<file path="src/rtl/arb_pkg.sv">
// Shared types and constants for the CPU/DMA memory arbiter.
//   state_e : arbiter FSM states (IDLE, ISSUE, RESP)
//   owner_e : which requester holds the current transaction
//   MMIO_SW_ADDR / MMIO_LED_ADDR : memory-mapped switch and LED registers
package arb_pkg;

  typedef enum logic [1:0] {IDLE, ISSUE, RESP} state_e;
  typedef enum logic {OWN_CPU, OWN_DMA} owner_e;

  localparam logic [15:0] MMIO_SW_ADDR  = 16'hFFFF;
  localparam logic [15:0] MMIO_LED_ADDR = 16'hFFFE;

endpackage

</file>
<file path="src/rtl/sync2.sv">
// Two-flop synchronizer for asynchronous level inputs.
//   clock : sampling clock
//   reset : synchronous active-low reset, clears both stages
//   d     : asynchronous input bus
//   q     : synchronized output, two rising edges behind d
module sync2 #(
  parameter int unsigned Width = 16
) (
  input  logic             clock,
  input  logic             reset,
  input  logic [Width-1:0] d,
  output logic [Width-1:0] q
);

  logic [Width-1:0] meta_q;

  always_ff @(posedge clock) begin
    if (!reset) begin
      meta_q <= '0;
      q      <= '0;
    end else begin
      meta_q <= d;
      q      <= meta_q;
    end
  end

endmodule

</file>
<file path="src/rtl/mem_arbiter.sv">
// Two-requester (CPU, DMA) arbiter for a single synchronous RAM port, with
// memory-mapped switch (read, 16'hFFFF) and LED (read/write, 16'hFFFE) registers.
// Each transaction runs IDLE -> ISSUE -> RESP; the owner sees a one-cycle ack in RESP.
//   clock, reset                 : system clock, synchronous active-low reset
//   cpu_*/dma_* req,we,addr,wdata: requester inputs, held until ack
//   cpu_ack/dma_ack, *_rdata     : completion pulse and read data
//   mem_addr/mem_wdata/mem_we    : RAM port (read data returned one cycle later)
//   mem_rdata                    : RAM read data
//   switches                     : asynchronous board switches
//   leds                         : LED register
// Build option: define MEM_ARBITER_ROUND_ROBIN_EN for round-robin contention
// resolution; otherwise the CPU always wins contention.
module mem_arbiter
  import arb_pkg::*;
(
  input  logic        clock,
  input  logic        reset,
  input  logic        cpu_req,
  input  logic        cpu_we,
  input  logic [15:0] cpu_addr,
  input  logic [15:0] cpu_wdata,
  output logic        cpu_ack,
  output logic [15:0] cpu_rdata,
  input  logic        dma_req,
  input  logic        dma_we,
  input  logic [15:0] dma_addr,
  input  logic [15:0] dma_wdata,
  output logic        dma_ack,
  output logic [15:0] dma_rdata,
  output logic [15:0] mem_addr,
  output logic [15:0] mem_wdata,
  output logic        mem_we,
  input  logic [15:0] mem_rdata,
  input  logic [15:0] switches,
  output logic [15:0] leds
);

  state_e      state_q;
  owner_e      owner_q;
  logic [15:0] addr_q, wdata_q;
  logic        we_q;
  logic [15:0] cpu_rdata_q, dma_rdata_q;
  logic [15:0] sw_sync;

  logic        grant_cpu;
  logic [15:0] g_addr, g_wdata;
  logic        g_we;
  logic        ram_read;
  logic        mmio_read;
  logic [15:0] mmio_rdata;

  sync2 #(
    .Width(16)
  ) u_sw_sync (
    .clock(clock),
    .reset(reset),
    .d    (switches),
    .q    (sw_sync)
  );

`ifdef MEM_ARBITER_ROUND_ROBIN_EN
  owner_e last_grant_q;
  // On contention the requester that was not served last wins.
  assign grant_cpu = cpu_req && (!dma_req || (last_grant_q == OWN_DMA));
`else
  assign grant_cpu = cpu_req;
`endif

  assign g_addr  = grant_cpu ? cpu_addr  : dma_addr;
  assign g_wdata = grant_cpu ? cpu_wdata : dma_wdata;
  assign g_we    = grant_cpu ? cpu_we    : dma_we;

  // Addresses below the MMIO window go to RAM.
  assign ram_read = !we_q && (addr_q < MMIO_LED_ADDR);

  always_comb begin
    mmio_read  = 1'b0;
    mmio_rdata = '0;
    if (!we_q && (addr_q == MMIO_SW_ADDR)) begin
      mmio_read  = 1'b1;
      mmio_rdata = sw_sync;
    end else if (!we_q && (addr_q == MMIO_LED_ADDR)) begin
      mmio_read  = 1'b1;
      mmio_rdata = leds;
    end
  end

  // RAM data arrives during RESP, the same cycle as ack, so it is forwarded
  // straight through then and captured to hold once RESP ends.
  assign cpu_rdata = (state_q == RESP && owner_q == OWN_CPU && ram_read) ? mem_rdata
                                                                          : cpu_rdata_q;
  assign dma_rdata = (state_q == RESP && owner_q == OWN_DMA && ram_read) ? mem_rdata
                                                                          : dma_rdata_q;

  always_ff @(posedge clock) begin
    if (!reset) begin
      state_q      <= IDLE;
      owner_q      <= OWN_CPU;
      addr_q       <= '0;
      wdata_q      <= '0;
      we_q         <= 1'b0;
      cpu_ack      <= 1'b0;
      dma_ack      <= 1'b0;
      cpu_rdata_q  <= '0;
      dma_rdata_q  <= '0;
      mem_addr     <= '0;
      mem_wdata    <= '0;
      mem_we       <= 1'b0;
      leds         <= '0;
`ifdef MEM_ARBITER_ROUND_ROBIN_EN
      last_grant_q <= OWN_DMA;
`endif
    end else begin
      unique case (state_q)
        IDLE: begin
          if (cpu_req || dma_req) begin
            owner_q      <= grant_cpu ? OWN_CPU : OWN_DMA;
            addr_q       <= g_addr;
            wdata_q      <= g_wdata;
            we_q         <= g_we;
            mem_addr     <= g_addr;
            mem_wdata    <= g_wdata;
            mem_we       <= g_we && (g_addr < MMIO_LED_ADDR);
`ifdef MEM_ARBITER_ROUND_ROBIN_EN
            last_grant_q <= grant_cpu ? OWN_CPU : OWN_DMA;
`endif
            state_q      <= ISSUE;
          end
        end
        ISSUE: begin
          mem_addr  <= '0;
          mem_wdata <= '0;
          mem_we    <= 1'b0;
          if (we_q && (addr_q == MMIO_LED_ADDR)) begin
            leds <= wdata_q;
          end
          if (mmio_read) begin
            if (owner_q == OWN_CPU) cpu_rdata_q <= mmio_rdata;
            else                    dma_rdata_q <= mmio_rdata;
          end
          if (owner_q == OWN_CPU) cpu_ack <= 1'b1;
          else                    dma_ack <= 1'b1;
          state_q <= RESP;
        end
        RESP: begin
          cpu_ack <= 1'b0;
          dma_ack <= 1'b0;
          if (ram_read) begin
            if (owner_q == OWN_CPU) cpu_rdata_q <= mem_rdata;
            else                    dma_rdata_q <= mem_rdata;
          end
          state_q <= IDLE;
        end
        default: state_q <= IDLE;
      endcase
    end
  end

endmodule

</file>
<file path="config.mk">
export PLATFORM = sky130hd
export DESIGN_NAME = mem_arbiter
export DESIGN_NICKNAME = d
export VERILOG_FILES = /design/src/rtl/arb_pkg.sv /design/src/rtl/sync2.sv /design/src/rtl/mem_arbiter.sv
export SDC_FILE = /design/constraint.sdc
export NUM_CORES = 1
export LEC_CHECK = 0
export BUFFER_PORTS_ARGS = -buffer_cell sky130_fd_sc_hd__buf_2
export CORE_MARGIN = 1.5
export CORE_UTILIZATION = 56
export DETAILED_ROUTE_END_ITERATION = 7
export PLACE_DENSITY = 0.85
export REMOVE_ABC_BUFFERS = 1
export SYNTH_ARGS = -nofsm -noshare
export SYNTH_HDL_FRONTEND = slang
export SYNTH_SLANG_ARGS = --single-unit
</file>
<file path="constraint.sdc">
create_clock -name clock -period 4.6 [get_ports clock]
set_input_delay 0.92 -clock clock [delete_from_list [all_inputs] [get_ports clock]]
set_output_delay 0.92 -clock clock [all_outputs]
set_load 0.1 [all_outputs]
</file>
# After elaboration in Yosys (flattened, before gate mapping)
# Cells that the tools add are included.
dict set report word_totals {
  register_bits 151
  wordCells 82
  output_inout_bits 83
  in_bits 102
}
dict set report op_classes {
  muxes 32
  n_reduce_logical 21
  n_eq_ne 11
  bitwise_logic 1
  magnitude_cmp 2
}
# operator n
set ops {}
lappend ops {{2-to-1 mux 16 bit} 16}
lappend ops {{case mux 16 bit (2 select lines)} 4}
lappend ops {{== test 16 bit (second input constant)} 2}
lappend ops {{< comparator 16 bit (second input constant)} 2}
lappend ops {{!= test 2 bit (second input constant)} 7}
lappend ops {{AND reduction 2 bit} 5}
lappend ops {{AND reduction 5 bit} 2}
lappend ops {{logical AND 1 bit} 9}
lappend ops {{2-to-1 mux 1 bit} 7}
lappend ops {{case mux 1 bit (2 select lines)} 3}
lappend ops {{case mux 2 bit (2 select lines)} 1}
lappend ops {{nonzero test 2 bit} 2}
lappend ops {{== test 2 x 1 -> 1 bit (second input constant)} 1}
lappend ops {{== test 2 bit (second input constant)} 1}
lappend ops {{logical NOT 2 bit} 1}
lappend ops {{2-to-1 mux 2 bit} 1}
lappend ops {{logical NOT 1 bit} 1}
lappend ops {{logical OR 1 bit} 1}
lappend ops {{inverter 1 bit} 1}

# Logic depth before layout (Yosys ltp)
# Gate-level depths: netlist of the first run.
dict set report logic_depth {
  ltp_word 7
  depth_mapped 9
}

# Cells and area by module
# A second synthesis of the first run with hierarchy kept.
dict set report hier_totals {
  hier_cells 630
  hier_area_um2 6527.5
}
# mod seq_area_each_um2 n_inst area_per_inst_um2 cells_per_inst
set by_module_without_submodules {}
lappend by_module_without_submodules {mem_arbiter 2382.3 1 5631.7 563}
lappend by_module_without_submodules {sync2 640.6 1 895.9 67}

# Worst setup path after synthesis of the first run
# OpenSTA, ideal clock, no wires.
dict set report synth_timing {
  kind {register to output}
  from {reg addr_q[15]}
  to {out dma_rdata[10]}
  arrival_time_ns 2.354
  stages_incl_launch_ff 8
  slack_ns 1.326
  cell_sequence {dfxtp_1 > nand4_1 > or4_4 > buf_6 > and4b_1 > buf_2 > buf_6 > mux2_1}
}
dict set report synth_via {
  elab_chain_len 4
}
# element line
set synth_rtl {}
lappend synth_rtl {{start: declaration} mem_arbiter.sv:40} ;# logic [15:0] addr_q, wdata_q;
lappend synth_rtl {{start signal: assignment} mem_arbiter.sv:118} ;# addr_q <= g_addr;
lappend synth_rtl {{< comparator 16 bit} mem_arbiter.sv:74} ;# assign ram_read = !we_q && (addr_q < MMIO_LED_ADDR);
lappend synth_rtl {{logical AND 1 bit} mem_arbiter.sv:74}
lappend synth_rtl {{logical AND 1 bit} mem_arbiter.sv:92} ;# assign dma_rdata = (state_q == RESP && owner_q == OWN_DMA && ram_read) ? mem_rdata
lappend synth_rtl {{2-to-1 mux 16 bit} mem_arbiter.sv:92}
lappend synth_rtl {{end: declaration} mem_arbiter.sv:29} ;# output logic [15:0] dma_rdata,
# Every way passes these cells.

# Final worst setup path of the first run
dict set report layout_timing {
  from {reg addr_q[15]}
  to {out dma_rdata[2]}
}
# Same word-level chain as after synthesis.

==> results of run 1 <==
## power groups by stage
| stage | clock, W | sequential (W) | combinational [W] |
|---|---|---|---|
| after CTS | 0.00152 | 0.00151 | 0.00128 |
| after global placement | 0 | 0.00153 | 0.00125 |
| final | 0.00149 | 0.00152 | 0.00128 |
| after detailed placement | 0 | 0.00154 | 0.00127 |
| after floorplan | 0 | 0.00173 | 0.000820 |
| after global routing | 0.00157 | 0.00153 | 0.00134 |
## layout make-up
cell class	count	area (um^2)
Clock buffer	20	437
Clock inverter	12	201
Timing Repair Buffer	192	983
Sequential cell	151	3020
Inverter	2	7.51
Fill cell	798	3290
Antenna cell	1	2.50
Tap cell	143	179
Multi-Input combinational cell	426	3240
## worst max-delay path, delay by kind of cell (launching register included)
kind,cells,cell delay [ns]
buf+inv,1,0.42
flops,1,0.34
mux,1,0.34
simple gates,3,1.35
## flip-flops by register name, indices dropped and copies added, names as in the netlist
register and count:
u_sw_sync.q 16, dma_rdata_q 16, mem_wdata 16, dma_ack 1
wdata_q 16, mem_we 1, u_sw_sync.meta_q 16, state_q 2
cpu_rdata_q 16, owner_q 1, cpu_ack 1, leds 16
addr_q 16, mem_addr 16, we_q 1
## final timing paths
check | slack, ns | to
min reg2reg | 0.43 | u_sw_sync.q[6]
max reg2reg | 1.96 | dma_rdata_q[7]
max | 0.81 | dma_rdata[2]
min | 0.43 | u_sw_sync.q[6]
## logic make-up after synthesis
logic type / count (synthesis) / synth area share (%)
flops: 151 / 46.6
mux: 118 / 19.2
buf+inv: 54 / 3.74
fa+ha+maj: 3 / 0.579
simple gates: 199 / 16.6
compound gates: 106 / 13.3
## routing by layer
| layer | global-route usage [%] | vias to the layer above |
|---|---|---|
| met3 | 7.19 | 30 |
| li1 | - | 2538 |
| met2 | 45.6 | 195 |
| met5 | 0 | - |
| met1 | 32.0 | 2462 |
| met4 | 10.1 | 0 |
## Yosys cell counts (all sizes together) (3+ instances only)
cell type  number  area [um^2]
mux2           50          563
buf            13         88.8
nor3            4         31.3
o211a          15          150
nor4            3         18.8
nand2b          3         18.8
nor2b          71          444
a21boi          3         22.5
a2bb2oi        17          149
ha              3         37.5
nand2          56          210
a22oi          17          128
nand4           4         25.0
a21oi          18         90.1
dfxtp         151         3020
o311ai         16          140
clkbuf         39          146
o2bb2a         15          150
nor2           19         71.3
and2           33          206
mux2i          68          681
## per-stage QoR
stage,util (%),hold WS (ns),cells
4_1_cts,71.0,0.434,946
2_1_floorplan,-,0.412,579
3_3_place_gp,65.4,0.416,914
6_report,71.0,0.432,947
3_5_place_dp,65.4,0.421,914
5_1_grt,71.0,0.439,947
==> impl_metrics.yaml, run 1 <==
synth:
  ys_seq_area_share_pct: 46.6
  netlist_area_um2: 6480
  ys_seq_elements: 151
  avgSynthCellArea_um2: 10.3
  ys_warn_count: 0
  synth_cell_type_count: 38
  synth_edf_count: 0
  synthCells: 631
  async_reset_ff_share_pct: 0
  synthFlopType: "dfxtp_1"
cts:
  cts_buffers: 17
  cts_hold_buf: 0
  clock-root-buffer: "clkbuf_16"
  cts_setup_buffers: 0
  clk_pin_slew_worst_paths_ns: 0.06
  htreeDepth: 4
  clock_latency_ns: 0.42
  clk_path_buf_depth: 2
  cts_tree: "done"
  cts.sinks: 151
  cts_resized: 0
sta:
  period_needed_ns: 3.79
  setup_viol: 0
  finalHoldViolCount: 0
  setup_ws_ns: 0.805
  worst_pin_slew_ns: 1.18
  fin_crit_sh_pct: 82.5
  fin_skew_ns: 0.00677
  tns_ns: 0
  report.final.slew_viol_count: 0
  slew-limit-headroom_pct: 21.1
  rsz0062_at_grt: "false"
  timing.fmax_mhz: 264
die:
  die_y_um: 111
  coreArea_um2: 11400
  die_area_um2: 12200
  die_w_um: 111
  start_util_pct: 57.0
  pin_count: 185
  rows: 39
routing:
  drt-met1-wl_um: 6760
  dr.max_layer_used: "met4"
  dr_wl_met3_um: 935
  dr_wl_met2_um: 7930
  dr.pass1.iters: 5
  drtIter0Drc: 348
  drt_wl_total_um: 16000
  viasPerCell: 5.52
  routedWlPerCell_um: 16.9
  drcViolationCount: 0
  via_count: 5225
  ant_nets: 0
min_path:
  hold_depth: 1
  holdCritPathClass: "flip-flop to flip-flop"
  hold_start: "u_sw_sync.meta_q[6]"
placement:
  placed_area_um2: 7430
  dp_slack_ns: 1.25
  gp_congestion: 0.899
  port_buffers: 184
  post-dp-hpwl_um: 10900
pwr:
  p_comb_share_pct: 29.9
  swShare_pct: 36.4
  peakVddDrop_mv: 0.431
  pwr-share-clk_pct: 34.8
  power_w: 0.00429
  power_leakage_nw: 3.72
  power.density_nw_per_um2: 531
  seqPwrFrac_pct: 35.3
  cell_internal_pwr_w: 0.00273
  power.switching_w: 0.00156
grt:
  antenna_found_initial: 1
  track_usage_pct: 26.7
  grt_max_degree: 74
  grt_overflow_total: 0
  grt_pass1_vias: 5198
  grt_pass1_wl_um: 25900
worst_setup_path:
  crit_slowest_cell: "or4_4"
  critPathKind: "flip-flop to primary output"
  crit_start: "addr_q[15]"
  critPathMaxStageDelay_ns: 0.70
  crit_path_max_fanout: 21
  r2r_cells: 5
  critPathArrivalTime_ns: 2.87
  r2r-start: "addr_q[15]"
  cp.required_ns: 3.68
  crit_path_end_kind: "primary output"
  crit_path_start_kind: "flip-flop"
  path_cells: "nand4_1 > or4_4 > and4b_1 > mux2_2 > buf_2"
final_layout:
  final_common_cell: "buf_2"
  mostFrequentLayoutCells: "buf_2, dfxtp_1, nor2b_1, mux2i_1, nand2_1"
  syn2layout_area_growth_pct: 24.5
  drive_gt1_share_pct: 33.5
  final_area_um2: 8080
  nNetsFinal: 895
outcome:
  status: "finished clean"
run:
  maxCapViolCount: 0
No activity file was read; power rests on OpenSTA's default activity.
==> run 2, diff against run 1 <==
--- a/config.mk
+++ b/config.mk
@@ -7,9 +7,9 @@
 export LEC_CHECK = 0
 export BUFFER_PORTS_ARGS = -buffer_cell sky130_fd_sc_hd__buf_2
 export CORE_MARGIN = 1.5
-export CORE_UTILIZATION = 56
+export CORE_UTILIZATION = 47
 export DETAILED_ROUTE_END_ITERATION = 7
-export PLACE_DENSITY = 0.85
+export PLACE_DENSITY = 0.76
 export REMOVE_ABC_BUFFERS = 1
 export SYNTH_ARGS = -nofsm -noshare
 export SYNTH_HDL_FRONTEND = slang
==> constraint.sdc (replaced) <==
create_clock -name clock -period 3.35 [get_ports clock]
set_input_delay 0.67 -clock clock [delete_from_list [all_inputs] [get_ports clock]]
set_output_delay 0.67 -clock clock [all_outputs]
set_load 0.1 [all_outputs]
==> impl_metrics.yaml, run 2 (synthesized netlist as in run 1, its figures left out) <==
sta:
  fin_skew_ns: 0.00818
  period_needed_ns: 3.29
  setup_viol: 0
  fin_crit_sh_pct: 98.1
  timing.fmax_mhz: 304
  finalHoldViolCount: 0
  report.final.slew_viol_count: 0
  slew-limit-headroom_pct: 48.7
  worst_pin_slew_ns: 0.768
worst_setup_path:
  r2r-end: "cpu_rdata_q[7]"
  critPathMaxStageDelay_ns: 0.69
  path_cells: "nand4_1 > or4_4 > nor4bb_4 > buf_4 > mux2_2 > buf_2"
  crit_path_start_kind: "flip-flop"
  cp-endpoint: "cpu_rdata[3]"
  crit_path_end_kind: "primary output"
  critPathTopFamily: "simple AND/OR/NAND/NOR gates"
  cp.depth: 6
  r2r_cells: 6
  crit_buf_inv: 2
  crit_path_max_fanout: 21
  reg2reg_slack_ns: 0.83
  critPathKind: "flip-flop to primary output"
  crit_slowest_cell: "or4_4"
  r2r-start: "addr_q[9]"
  critPathArrivalTime_ns: 2.62
  cp.required_ns: 2.68
  crit_start: "addr_q[9]"
pwr:
  power.density_nw_per_um2: 707
  power_leakage_nw: 3.76
  power_w: 0.00584
  peakVddDrop_mv: 0.554
grt:
  grt_pass1_wl_um: 26300
  grt_max_degree: 84
  track_usage_pct: 23.2
  grt_pass1_vias: 5360
  grt_overflow_total: 0
  antenna_found_initial: 0
die:
  start_util_pct: 48.6
  rows: 42
  pin_count: 185
  die_w_um: 120
  die_area_um2: 14500
  die_y_um: 120
  coreArea_um2: 13300
cts:
  cts_hold_buf: 0
  clock_latency_ns: 0.42
  clock-root-buffer: "clkbuf_16"
  clk_path_buf_depth: 2
  cts.sinks: 151
  htreeDepth: 4
  cts_buffers: 17
  clk_pin_slew_worst_paths_ns: 0.06
  cts_tree: "done"
outcome:
  status: "finished clean"
placement:
  port_buffers: 184
  placed_cells: 951
  gp_congestion: 0.820
  placed_area_um2: 7600
  post-dp-hpwl_um: 11700
min_path:
  holdCritPathClass: "flip-flop to flip-flop"
final_layout:
  drive_gt1_share_pct: 34.5
  final_area_um2: 8250
  stdcell_count: 985
  nNetsFinal: 901
  syn2layout_area_growth_pct: 27.2
  final_common_cell: "buf_2"
  antenna_cells: 0
  mostFrequentLayoutCells: "buf_2, dfxtp_1, nor2b_1, mux2i_1, nand2_1"
run:
  maxCapViolCount: 0
routing:
  dr.pass1.iters: 5
  drcViolationCount: 0
  routedWlPerCell_um: 17.0
  drtIter0Drc: 325
  viasPerCell: 5.39
  drt_wl_total_um: 16800
  via_count: 5307
  ant_nets: 0
==> run 2: cell types whose count changed in the layout (fill, tap and decap cells not counted), moves of 2 or more <==
cell | previous run | this run
buf_2 | 183 | 165
buf_4 | 9 | 24
buf_12 | 0 | 7
inv_6 | 0 | 5
bufinv_16 | 5 | 2
clkbuf_1 | 3 | 0
clkbuf_4 | 0 | 2
==> run 2: area by class of cell <==
class	count	area, um^2
fill	1124	5100
multi-input combinational	426	3250
sequential	151	3020
timing repair buffer	198	1160
clock buffer	17	425
tap	176	220
clock inverter	15	168
inverter	2	7.51
==> run 2: stage by stage <==
| stage | TNS [ns] | utilization, % | setup slack (ns) | hold WS, ns |
|---|---|---|---|---|
| finish | 0 | 61.8 | 0.0630 | 0.431 |
| global route | -0.000349 | 61.8 | -0.000349 | 0.439 |
| CTS | 0 | 61.8 | 0.00703 | 0.433 |
| detailed placement | 0 | 56.9 | 0.126 | 0.419 |
| global placement | 0 | 56.9 | 0.263 | 0.415 |
| floorplan | -11.27 | - | -0.704 | 0.412 |
==> run 2: worst min path at each step <==
stage	from	to	slack [ns]	cells after the start
6_report	u_sw_sync.meta_q[5]	u_sw_sync.q[5]	0.43	1
5_1_grt	switches[7]	u_sw_sync.meta_q[7]	0.44	2
4_1_cts	u_sw_sync.meta_q[5]	u_sw_sync.q[5]	0.43	1
3_5_place_dp	u_sw_sync.meta_q[5]	u_sw_sync.q[5]	0.42	1
3_3_place_gp	u_sw_sync.meta_q[3]	u_sw_sync.q[3]	0.41	1
2_1_floorplan	u_sw_sync.meta_q[0]	u_sw_sync.q[0]	0.41	1
==> run 2: metal layers <==
metal	vias up	wire, um	global-route usage [%]
met4	0	286	7.57
met1	2539	6900	26.4
met2	191	8650	42.5
met5	-	0	0
li1	2553	-	-
met3	24	922	5.66
==> run 2: what timing repair did <==
action | in CTS | in global routing
resized for setup | 11 | 3
endpoints found under the setup margin | 32 | 12
setup buffers | 2 | 0
cloned | 0 | 0
==> run 2: report_power, final <==
part           switching (W)  internal (W)
clock network       0.000793       0.00111
registers           0.000107       0.00198
logic                0.00133      0.000514
total                0.00223       0.00361
